`src/rtl/user_scan_pkg.sv`:
```
// Shared types and constants for the user tile scan controller.
// The parity helper is used only when USER_SCAN_PARITY_EN is defined.
package user_scan_pkg;

    typedef enum logic [2:0] {
        ST_IDLE    = 3'd0,
        ST_SHIFT   = 3'd1,
        ST_LATCH   = 3'd2,
        ST_SETTLE  = 3'd3,
        ST_CAPTURE = 3'd4
    } scan_state_t;

    localparam int SCAN_WIDTH_DEF  = 8;
    localparam int SCAN_SETTLE_DEF = 2;

    // Even parity over a zero-extended word: 1 when the number of ones is odd.
    function automatic logic even_parity(input logic [31:0] v);
        return ^v;
    endfunction

endpackage

```
`src/rtl/user_scan_shift_reg.sv`:
```
// Shift / parallel-load register shared by the serial input and output paths.
// Shifts right (LSB leaves first, new bit enters at the MSB). Parallel load wins over shift.
module scan_shift_reg #(
    parameter int W = 8
) (
    input  logic         clk,
    input  logic         reset,
    input  logic         shift_en,
    input  logic         load_en,
    input  logic [W-1:0] load_val,
    input  logic         sdi,
    output logic [W-1:0] q
);

    // Register update: reset, parallel capture, or one-bit right shift.
    always_ff @(posedge clk) begin
        if (reset) begin
            q <= '0;
        end else if (load_en) begin
            q <= load_val;
        end else if (shift_en) begin
            q <= {sdi, q[W-1:1]};
        end else begin
            q <= q;
        end
    end

endmodule

```
`src/rtl/user_scan_ctrl.sv`:
```
// Serial scan controller for an 8-in/8-out user tile.
// Shifts a host word in (LSB first) while the previously captured tile output
// shifts out on sdo, applies the word to the tile, waits SETTLE_CYCLES, then
// captures the tile output for the next transaction.
// Optional feature macro: USER_SCAN_PARITY_EN (adds an even-parity bit to the
// serial stream in both directions and a sticky parity_err output).
module user_scan_ctrl
    import user_scan_pkg::*;
#(
    parameter int WIDTH         = SCAN_WIDTH_DEF,
    parameter int SETTLE_CYCLES = SCAN_SETTLE_DEF
) (
    input  logic             clk,
    input  logic             reset,
    input  logic             start,
    input  logic             sdi,
    output logic             sdo,
    output logic [WIDTH-1:0] module_data_in,
    input  logic [WIDTH-1:0] module_data_out,
    output logic             busy,
`ifdef USER_SCAN_PARITY_EN
    output logic             done,
    output logic             parity_err
`else
    output logic             done
`endif
);

`ifdef USER_SCAN_PARITY_EN
    // The parity bit rides as an extra MSB of the shift register so that it
    // follows the data word on sdo and lands in the top bit on the way in.
    localparam int SR_W      = WIDTH + 1;
`else
    localparam int SR_W      = WIDTH;
`endif
    localparam int SHIFT_LEN = SR_W;
    localparam int BCW       = $clog2(WIDTH + 1);

    scan_state_t        state_q;
    logic [BCW-1:0]     bit_cnt_q;
    logic [3:0]         settle_cnt_q;
    logic [WIDTH-1:0]   data_in_q;
    logic               busy_q;
    logic               done_q;
`ifdef USER_SCAN_PARITY_EN
    logic               parity_err_q;
`endif

    logic [SR_W-1:0]    shreg_s;
    logic [SR_W-1:0]    load_val_s;
    logic               shift_en_s;
    logic               load_en_s;

    // Shift-register control decoded from the current state.
    always_comb begin
        shift_en_s = (state_q == ST_SHIFT);
        load_en_s  = (state_q == ST_CAPTURE);
`ifdef USER_SCAN_PARITY_EN
        load_val_s = {even_parity(32'(module_data_out)), module_data_out};
`else
        load_val_s = module_data_out;
`endif
    end

    scan_shift_reg #(
        .W (SR_W)
    ) u_shreg (
        .clk      (clk),
        .reset    (reset),
        .shift_en (shift_en_s),
        .load_en  (load_en_s),
        .load_val (load_val_s),
        .sdi      (sdi),
        .q        (shreg_s)
    );

    // Transaction sequencer: state, bit/settle counters and registered outputs.
    always_ff @(posedge clk) begin
        if (reset) begin
            state_q      <= ST_IDLE;
            bit_cnt_q    <= '0;
            settle_cnt_q <= 4'd0;
            data_in_q    <= '0;
            busy_q       <= 1'b0;
            done_q       <= 1'b0;
`ifdef USER_SCAN_PARITY_EN
            parity_err_q <= 1'b0;
`endif
        end else begin
            case (state_q)
                ST_IDLE: begin
                    done_q <= 1'b0;
                    if (start) begin
                        state_q   <= ST_SHIFT;
                        bit_cnt_q <= '0;
                        busy_q    <= 1'b1;
`ifdef USER_SCAN_PARITY_EN
                        parity_err_q <= 1'b0;
`endif
                    end else begin
                        state_q <= ST_IDLE;
                        busy_q  <= 1'b0;
                    end
                end
                ST_SHIFT: begin
                    if (bit_cnt_q == BCW'(SHIFT_LEN - 1)) begin
                        state_q   <= ST_LATCH;
                        bit_cnt_q <= '0;
                    end else begin
                        bit_cnt_q <= bit_cnt_q + BCW'(1);
                    end
                end
                ST_LATCH: begin
`ifdef USER_SCAN_PARITY_EN
                    // A corrupted word never reaches the tile.
                    if (^shreg_s) begin
                        parity_err_q <= 1'b1;
                    end else begin
                        data_in_q <= shreg_s[WIDTH-1:0];
                    end
`else
                    data_in_q <= shreg_s;
`endif
                    settle_cnt_q <= 4'(SETTLE_CYCLES);
                    state_q      <= ST_SETTLE;
                end
                ST_SETTLE: begin
                    if (settle_cnt_q <= 4'd1) begin
                        settle_cnt_q <= 4'd0;
                        state_q      <= ST_CAPTURE;
                        done_q       <= 1'b1;
                    end else begin
                        settle_cnt_q <= settle_cnt_q - 4'd1;
                    end
                end
                ST_CAPTURE: begin
                    done_q  <= 1'b0;
                    busy_q  <= 1'b0;
                    state_q <= ST_IDLE;
                end
                default: begin
                    state_q      <= ST_IDLE;
                    bit_cnt_q    <= '0;
                    settle_cnt_q <= 4'd0;
                    busy_q       <= 1'b0;
                    done_q       <= 1'b0;
                end
            endcase
        end
    end

    assign sdo            = shreg_s[0];
    assign module_data_in = data_in_q;
    assign busy           = busy_q;
    assign done           = done_q;
`ifdef USER_SCAN_PARITY_EN
    assign parity_err     = parity_err_q;
`endif

endmodule

```
`config.mk`:
```
export PLATFORM = sky130hd
export DESIGN_NAME = user_scan_ctrl
export DESIGN_NICKNAME = d
export VERILOG_FILES = /design/src/rtl/user_scan_pkg.sv /design/src/rtl/user_scan_shift_reg.sv /design/src/rtl/user_scan_ctrl.sv
export SDC_FILE = /design/constraint.sdc
export NUM_CORES = 1
export LEC_CHECK = 0
export BUFFER_PORTS_ARGS = -buffer_cell sky130_fd_sc_hd__buf_4
export CORE_MARGIN = 1
export CORE_UTILIZATION = 41
export DETAILED_ROUTE_END_ITERATION = 16
export HOLD_SLACK_MARGIN = 0.1
export PLACE_DENSITY = 0.67
export SKIP_LAST_GASP = 1
export SLEW_MARGIN = 5
export SYNTH_ARGS = -nofsm -noshare
export SYNTH_HDL_FRONTEND = slang
export SYNTH_SLANG_ARGS = --single-unit
```
`constraint.sdc`:
```
create_clock -name clk -period 1.4 [get_ports clk]
set_input_delay 0.14 -clock clk [delete_from_list [all_inputs] [get_ports clk]]
set_output_delay 0.14 -clock clk [all_outputs]
set_load 0.03 [all_outputs]
```
==> flow_metrics.py, run 1 <==
metrics = {
    "synth": {
        "syn_area_per_cell_um2": 8.75,
        "synthCells": 147,
        "ys_warn_count": 0,
        "yosysSeqAreaShare_pct": 45.1,
        "ys_async_sr_fraction_pct": 0,
        "synth_cell_types": 36,
        "syn-num-nets": 162,
        "ys_seq_elements": 29,
        "synth_area_um2": 1290,
        "synth-edff-count": 0,
        "ys.flop_type": "dfxtp_1",
    },
    "run": {
        "maxCapViolCount": 0,
    },
    "setup_path": {
        "cp_max_fo": 3,
        "reg2regPathDepth": 5,
        "crit_type": "register to register",
        "start_kind": "register",
        "endpoint": "settle_cnt_q[1]$_SDFFE_PP0N_",
        "critPathCaptureType": "register",
        "required_ns": 1.63,
        "cp_data_arrival_time_ns": 1.53,
        "reg2reg_to": "settle_cnt_q[1]$_SDFFE_PP0N_",
        "r2r-start": "settle_cnt_q[1]$_SDFFE_PP0N_",
        "reg2reg_slack_ns": 0.10,
        "cp-startpoint": "settle_cnt_q[1]$_SDFFE_PP0N_",
    },
    "route": {
        "viasPerCell": 5.53,
        "wl_met1_mm": 1.29,
        "drt-initial-drc-count": 38,
        "vias": 1173,
        "highest_layer": "met4",
        "wl_met2_mm": 1.37,
        "ant_nets": 0,
        "drc": 0,
        "wl_mm": 2.83,
        "routedWlPerCell_um": 13.4,
        "wl_met3_um": 129,
        "firstDrtPassIters": 4,
    },
    "floorplanning": {
        "io-pin-count": 23,
        "fp.dieH_um": 58.0,
        "start_util_pct": 45.1,
        "die-area_um2": 3370,
        "coreArea_um2": 2850,
        "rows": 19,
        "die_x_um": 58.0,
    },
    "grt": {
        "grt.total_usage_pct": 19.3,
        "grt_pass1_vias": 1132,
        "overflow": 0,
        "grt_first_pass_wirelength_mm": 4.90,
        "grt_max_degree": 32,
        "antenna_found_initial": 0,
    },
    "cells_and_area": {
        "synthToLayoutAreaGrowth_pct": 28.0,
        "layout-drive-gt1-share_pct": 30.4,
        "fin_nets": 195,
        "diodes": 0,
        "layout_commonest_cell": "buf_4",
        "final_cells": 212,
        "fillers": 254,
        "final_cell_mix": "buf_4 (31), dfxtp_1 (25), nor2_1 (19), nand2_1 (16), mux2i_1 (9)",
        "design_area_um2": 1650,
    },
    "sta": {
        "min_period_ns": 1.30,
        "fmax_mhz": 772,
        "fin_crit_sh_pct": 92.6,
        "setup_viol": 0,
        "clock_skew_ns": 0.00735,
        "slew_violations": 0,
        "rsz0062_at_grt": "true",
        "whs_ns": 0.110,
        "relSlewSlack_pct": 79.3,
        "finalWorstSetupSlack_ns": 0.104,
        "worstMarginPinSlew_ns": 0.311,
        "finalHoldViolCount": 0,
    },
    "outcome": {
        "status": "finished clean",
    },
    "power_and_ir_drop": {
        "total_power_uw": 1750,
        "max-vdd-ir-drop_uv": 633,
        "p_leak_uw": 0.000629,
        "power.density_nw_per_um2": 1060,
    },
    "clock_network": {
        "clockBufferDepth": 2,
        "clkTransAtPathRegs_ns": 0.09,
        "cts_made_buffers": 5,
        "cts.sinks": 29,
        "clk_latency_ns": 0.33,
        "htree_levels": 2,
        "root_buffer": "clkbuf_4",
        "cts_tree": "yes",
    },
    "min_path": {
        "holdCritPathClass": "primary input to register",
    },
    "placed_design": {
        "placed_area_um2": 1510,
        "dpl.cell_count": 199,
        "dpl.hpwl_mm": 1.94,
        "place_congestion": 0.793,
        "io_buffers": 22,
        "dp_slack_ns": -0.118,
    },
}
stage by stage:
| step | utilization (%) | TNS, ns |
|---|---|---|
| after floorplan | - | 0 |
| after global placement | 52.9 | 0 |
| after detailed placement | 52.9 | -0.118 |
| after CTS | 56.1 | 0 |
| after global routing | 57.7 | -0.00686 |
| final | 57.7 | 0 |
cells by family (layout without fill, tap and decap cells):
logic type / Yosys count / count (layout) / synth area share, %
flip-flops: 29 / 29 / 45.1
AO/OA/AOI/OAI: 31 / 31 / 16.6
adder cells (fa/ha/maj): 3 / 3 / 2.92
XOR/XNOR: 1 / 1 / 0.681
AND/OR/NAND/NOR: 58 / 58 / 21.7
multiplexers: 10 / 10 / 7.88
buffers and inverters: 15 / 49 / 5.06
metal layers:
metal  vias to the layer above  track usage (%)
li1                        593                -
met1                       548             24.9
met2                        27             29.6
met3                         5             7.37
met4                         0             7.14
met5                         -                0
final cells by class:
class	count	area, µm²	area share [%]
well taps	31	38.8	2.36
flip-flops and latches	29	588	35.7
repair buffers	35	273	16.6
multi-input cells	103	673	40.9
clock inverters	2	10.0	0.608
inverters	6	22.5	1.37
clock buffers	6	41.3	2.51
cells in the mapped netlist (2+ instances only):
| library cell | count | area [µm²] |
|---|---|---|
| nand3b_1 | 2 | 15.0 |
| mux2i_1 | 9 | 90.1 |
| nand3_1 | 5 | 25.0 |
| nand2_1 | 17 | 63.8 |
| buf_2 | 4 | 20.0 |
| ha_1 | 3 | 37.5 |
| a22oi_1 | 2 | 15.0 |
| dfxtp_1 | 29 | 581 |
| inv_1 | 4 | 15.0 |
| a21oi_1 | 8 | 40.0 |
| nor2_1 | 19 | 71.3 |
| or2_1 | 2 | 12.5 |
| nor3_1 | 5 | 25.0 |
| a32oi_1 | 4 | 35.0 |
| inv_2 | 2 | 7.51 |
| a311oi_1 | 5 | 43.8 |
| o31ai_1 | 2 | 15.0 |
| o21ai_1 | 4 | 20.0 |
| clkbuf_1 | 4 | 15.0 |
report_power, final:
part           switching, µW  internal (µW)  leakage (µW)
combinational            207            172      0.000360
sequential              36.6            859      0.000237
clock                    286            191     0.0000320
total                    530           1220      0.000629
state kept, by name, summed over array words and instances (netlist names):
| register | flops |
|---|---|
| module_data_in | 8 |
| busy | 1 |
| bit_cnt_q | 4 |
| state_q | 3 |
| settle_cnt_q | 4 |
| u_shreg.q | 8 |
| done | 1 |
worst min-delay path by stage:
stage	from	end	slack [ns]	depth (start not counted)
finish	module_data_out[7]	u_shreg.q[7]$_SDFFE_PP0P_	0.11	3
global route	module_data_out[6]	u_shreg.q[6]$_SDFFE_PP0P_	0.11	3
CTS	module_data_out[5]	u_shreg.q[5]$_SDFFE_PP0P_	0.10	3
detailed placement	sdi	u_shreg.q[7]$_SDFFE_PP0P_	0.43	3
global placement	sdi	u_shreg.q[7]$_SDFFE_PP0P_	0.42	3
floorplan	reset	settle_cnt_q[1]$_SDFFE_PP0N_	0.22	1
critical path, stage by stage, from the launching register on:
cell,delay (ns)
dfxtp_2,0.36
inv_1,0.06
ha_1,0.22
o21ai_2,0.17
a21oi_1,0.10
a2111oi_2,0.27
timing repair:
item	in CTS	in global routing
setup endpoints to repair	1	14
pin swaps	0	3
setup buffers	0	1
hold buffers	3	1
hold endpoints to repair	3	1
gates resized for setup	4	9
Power figures use the tool's default switching activity.
==> run 2: changes to the inputs <==
CTS_BUF_LIST = sky130_fd_sc_hd__clkbuf_2 sky130_fd_sc_hd__clkbuf_4 sky130_fd_sc_hd__clkbuf_8   (was unset)
==> run 2 against run 1 <==
Sequential cell count is the same; count of clock-buffer cells in the layout is the same; combinational power is essentially flat; critical path depth is the same; sequential share of layout area shrank 0.081 points; die area is the same; maximum frequency is essentially flat; hold slack is essentially flat; critical endpoint unchanged; largest cell class unchanged.
==> flow_metrics.py, run 2 (synthesis results as in run 1) <==
metrics = {
    "floorplanning": {
        "coreArea_um2": 2850,
        "io-pin-count": 23,
        "start_util_pct": 45.1,
        "rows": 19,
        "fp.dieH_um": 58.0,
        "die-area_um2": 3370,
        "die_x_um": 58.0,
    },
    "setup_path": {
        "cp_max_fo": 3,
        "crit_type": "register to register",
        "critPathCaptureType": "register",
        "crit_path_cell_trace": "inv_1 > ha_1 > o21ai_2 > a21oi_1 > a2111oi_2",
        "required_ns": 1.63,
        "cp_data_arrival_time_ns": 1.53,
        "start_kind": "register",
        "cp_slowest_cell": "dfxtp_2",
        "cpPeakStageDelay_ns": 0.36,
    },
    "clock_network": {
        "cts_tree": "yes",
        "clockBufferDepth": 2,
        "cts_made_buffers": 5,
        "clkTransAtPathRegs_ns": 0.09,
        "clk_latency_ns": 0.33,
        "root_buffer": "clkbuf_4",
        "htree_levels": 2,
        "cts.sinks": 29,
    },
    "sta": {
        "min_period_ns": 1.30,
        "rsz0062_at_grt": "true",
        "finalHoldViolCount": 0,
        "whs_ns": 0.110,
        "worstMarginPinSlew_ns": 0.317,
        "clock_skew_ns": 0.00812,
        "fmax_mhz": 772,
        "relSlewSlack_pct": 78.9,
        "finalWorstSetupSlack_ns": 0.104,
        "fin_crit_sh_pct": 92.6,
        "setup_viol": 0,
        "slew_violations": 0,
        "tns_ns": 0,
    },
    "min_path": {
        "holdCritPathClass": "primary input to register",
    },
    "power_and_ir_drop": {
        "total_power_uw": 1770,
        "power.density_nw_per_um2": 1070,
        "max-vdd-ir-drop_uv": 680,
        "p_leak_uw": 0.000633,
    },
    "placed_design": {
        "placed_area_um2": 1510,
        "dpl.hpwl_mm": 1.94,
        "io_buffers": 22,
        "place_congestion": 0.793,
        "dp_slack_ns": -0.118,
    },
    "route": {
        "wl_mm": 2.85,
        "firstDrtPassIters": 4,
        "vias": 1166,
        "drc": 0,
        "ant_nets": 0,
        "routedWlPerCell_um": 13.4,
        "viasPerCell": 5.50,
        "drt-initial-drc-count": 38,
    },
    "grt": {
        "antenna_found_initial": 0,
        "grt_pass1_vias": 1132,
        "overflow": 0,
        "grt_max_degree": 32,
        "grt_first_pass_wirelength_mm": 4.90,
        "grt.total_usage_pct": 19.3,
    },
    "outcome": {
        "status": "finished clean",
    },
    "cells_and_area": {
        "layout-drive-gt1-share_pct": 30.9,
        "fin_nets": 195,
        "final_cell_mix": "buf_4 (31), dfxtp_1 (25), nor2_1 (19), nand2_1 (16), mux2i_1 (9)",
        "diodes": 0,
        "synthToLayoutAreaGrowth_pct": 28.3,
        "layout_commonest_cell": "buf_4",
        "design_area_um2": 1650,
    },
    "run": {
        "maxCapViolCount": 0,
    },
}
-- run 2: final timing paths --
| kind | start | end | slack, ns | depth (start not counted) |
|---|---|---|---|---|
| max | settle_cnt_q[1]$_SDFFE_PP0N_ | settle_cnt_q[1]$_SDFFE_PP0N_ | 0.10 | 5 |
| min | module_data_out[7] | u_shreg.q[7]$_SDFFE_PP0P_ | 0.11 | 3 |
| max reg2reg | settle_cnt_q[1]$_SDFFE_PP0N_ | settle_cnt_q[1]$_SDFFE_PP0N_ | 0.10 | 5 |
| min reg2reg | u_shreg.q[3]$_SDFFE_PP0P_ | u_shreg.q[3]$_SDFFE_PP0P_ | 0.50 | 2 |
-- run 2: layout make-up --
class / count / area (µm²)
Multi-Input combinational cell: 103 / 673
Timing Repair Buffer: 35 / 273
Fill cell: 253 / 1200
Inverter: 6 / 22.5
Clock buffer: 6 / 45.0
Tap cell: 31 / 38.8
Clock inverter: 2 / 10.0
Sequential cell: 29 / 588
-- run 2: critical path: cells and delay by family, from the launching register on --
family / cells / cell delay [ns]
compound gates: 3 / 0.54
buf+inv: 1 / 0.06
flops: 1 / 0.36
fa+ha+maj: 1 / 0.22
-- run 2: routing by layer --
| metal | vias up | GRT usage (%) | wire length (µm) | part of all wire, % |
|---|---|---|---|---|
| met5 | - | 0 | 0 | 0 |
| met4 | 0 | 7.14 | 42 | 1.5 |
| met3 | 5 | 7.37 | 126 | 4.4 |
| met2 | 27 | 29.6 | 1360 | 48 |
| met1 | 542 | 24.9 | 1320 | 46 |
| li1 | 592 | - | - | - |
-- run 2: timing repair --
item                                   CTS  global route
endpoints found under the hold margin    3             1
hold buffers                             3             1
buffers inserted                         0             1
gates resized for setup                  4             9
pin swaps                                0             3
setup endpoints to repair                1            14
-- run 2: power by group --
group | switching, µW | total [µW] | internal [µW]
clock | 287 | 497 | 210
combinational | 208 | 380 | 172
sequential | 36.7 | 896 | 859
total | 532 | 1770 | 1240
-- run 2: per-stage QoR --
| step | cells | util (%) |
|---|---|---|
| floorplan | 147 | - |
| global placement | 199 | 52.9 |
| detailed placement | 199 | 52.9 |
| CTS | 210 | 56.2 |
| global route | 212 | 57.9 |
| finish | 212 | 57.9 |
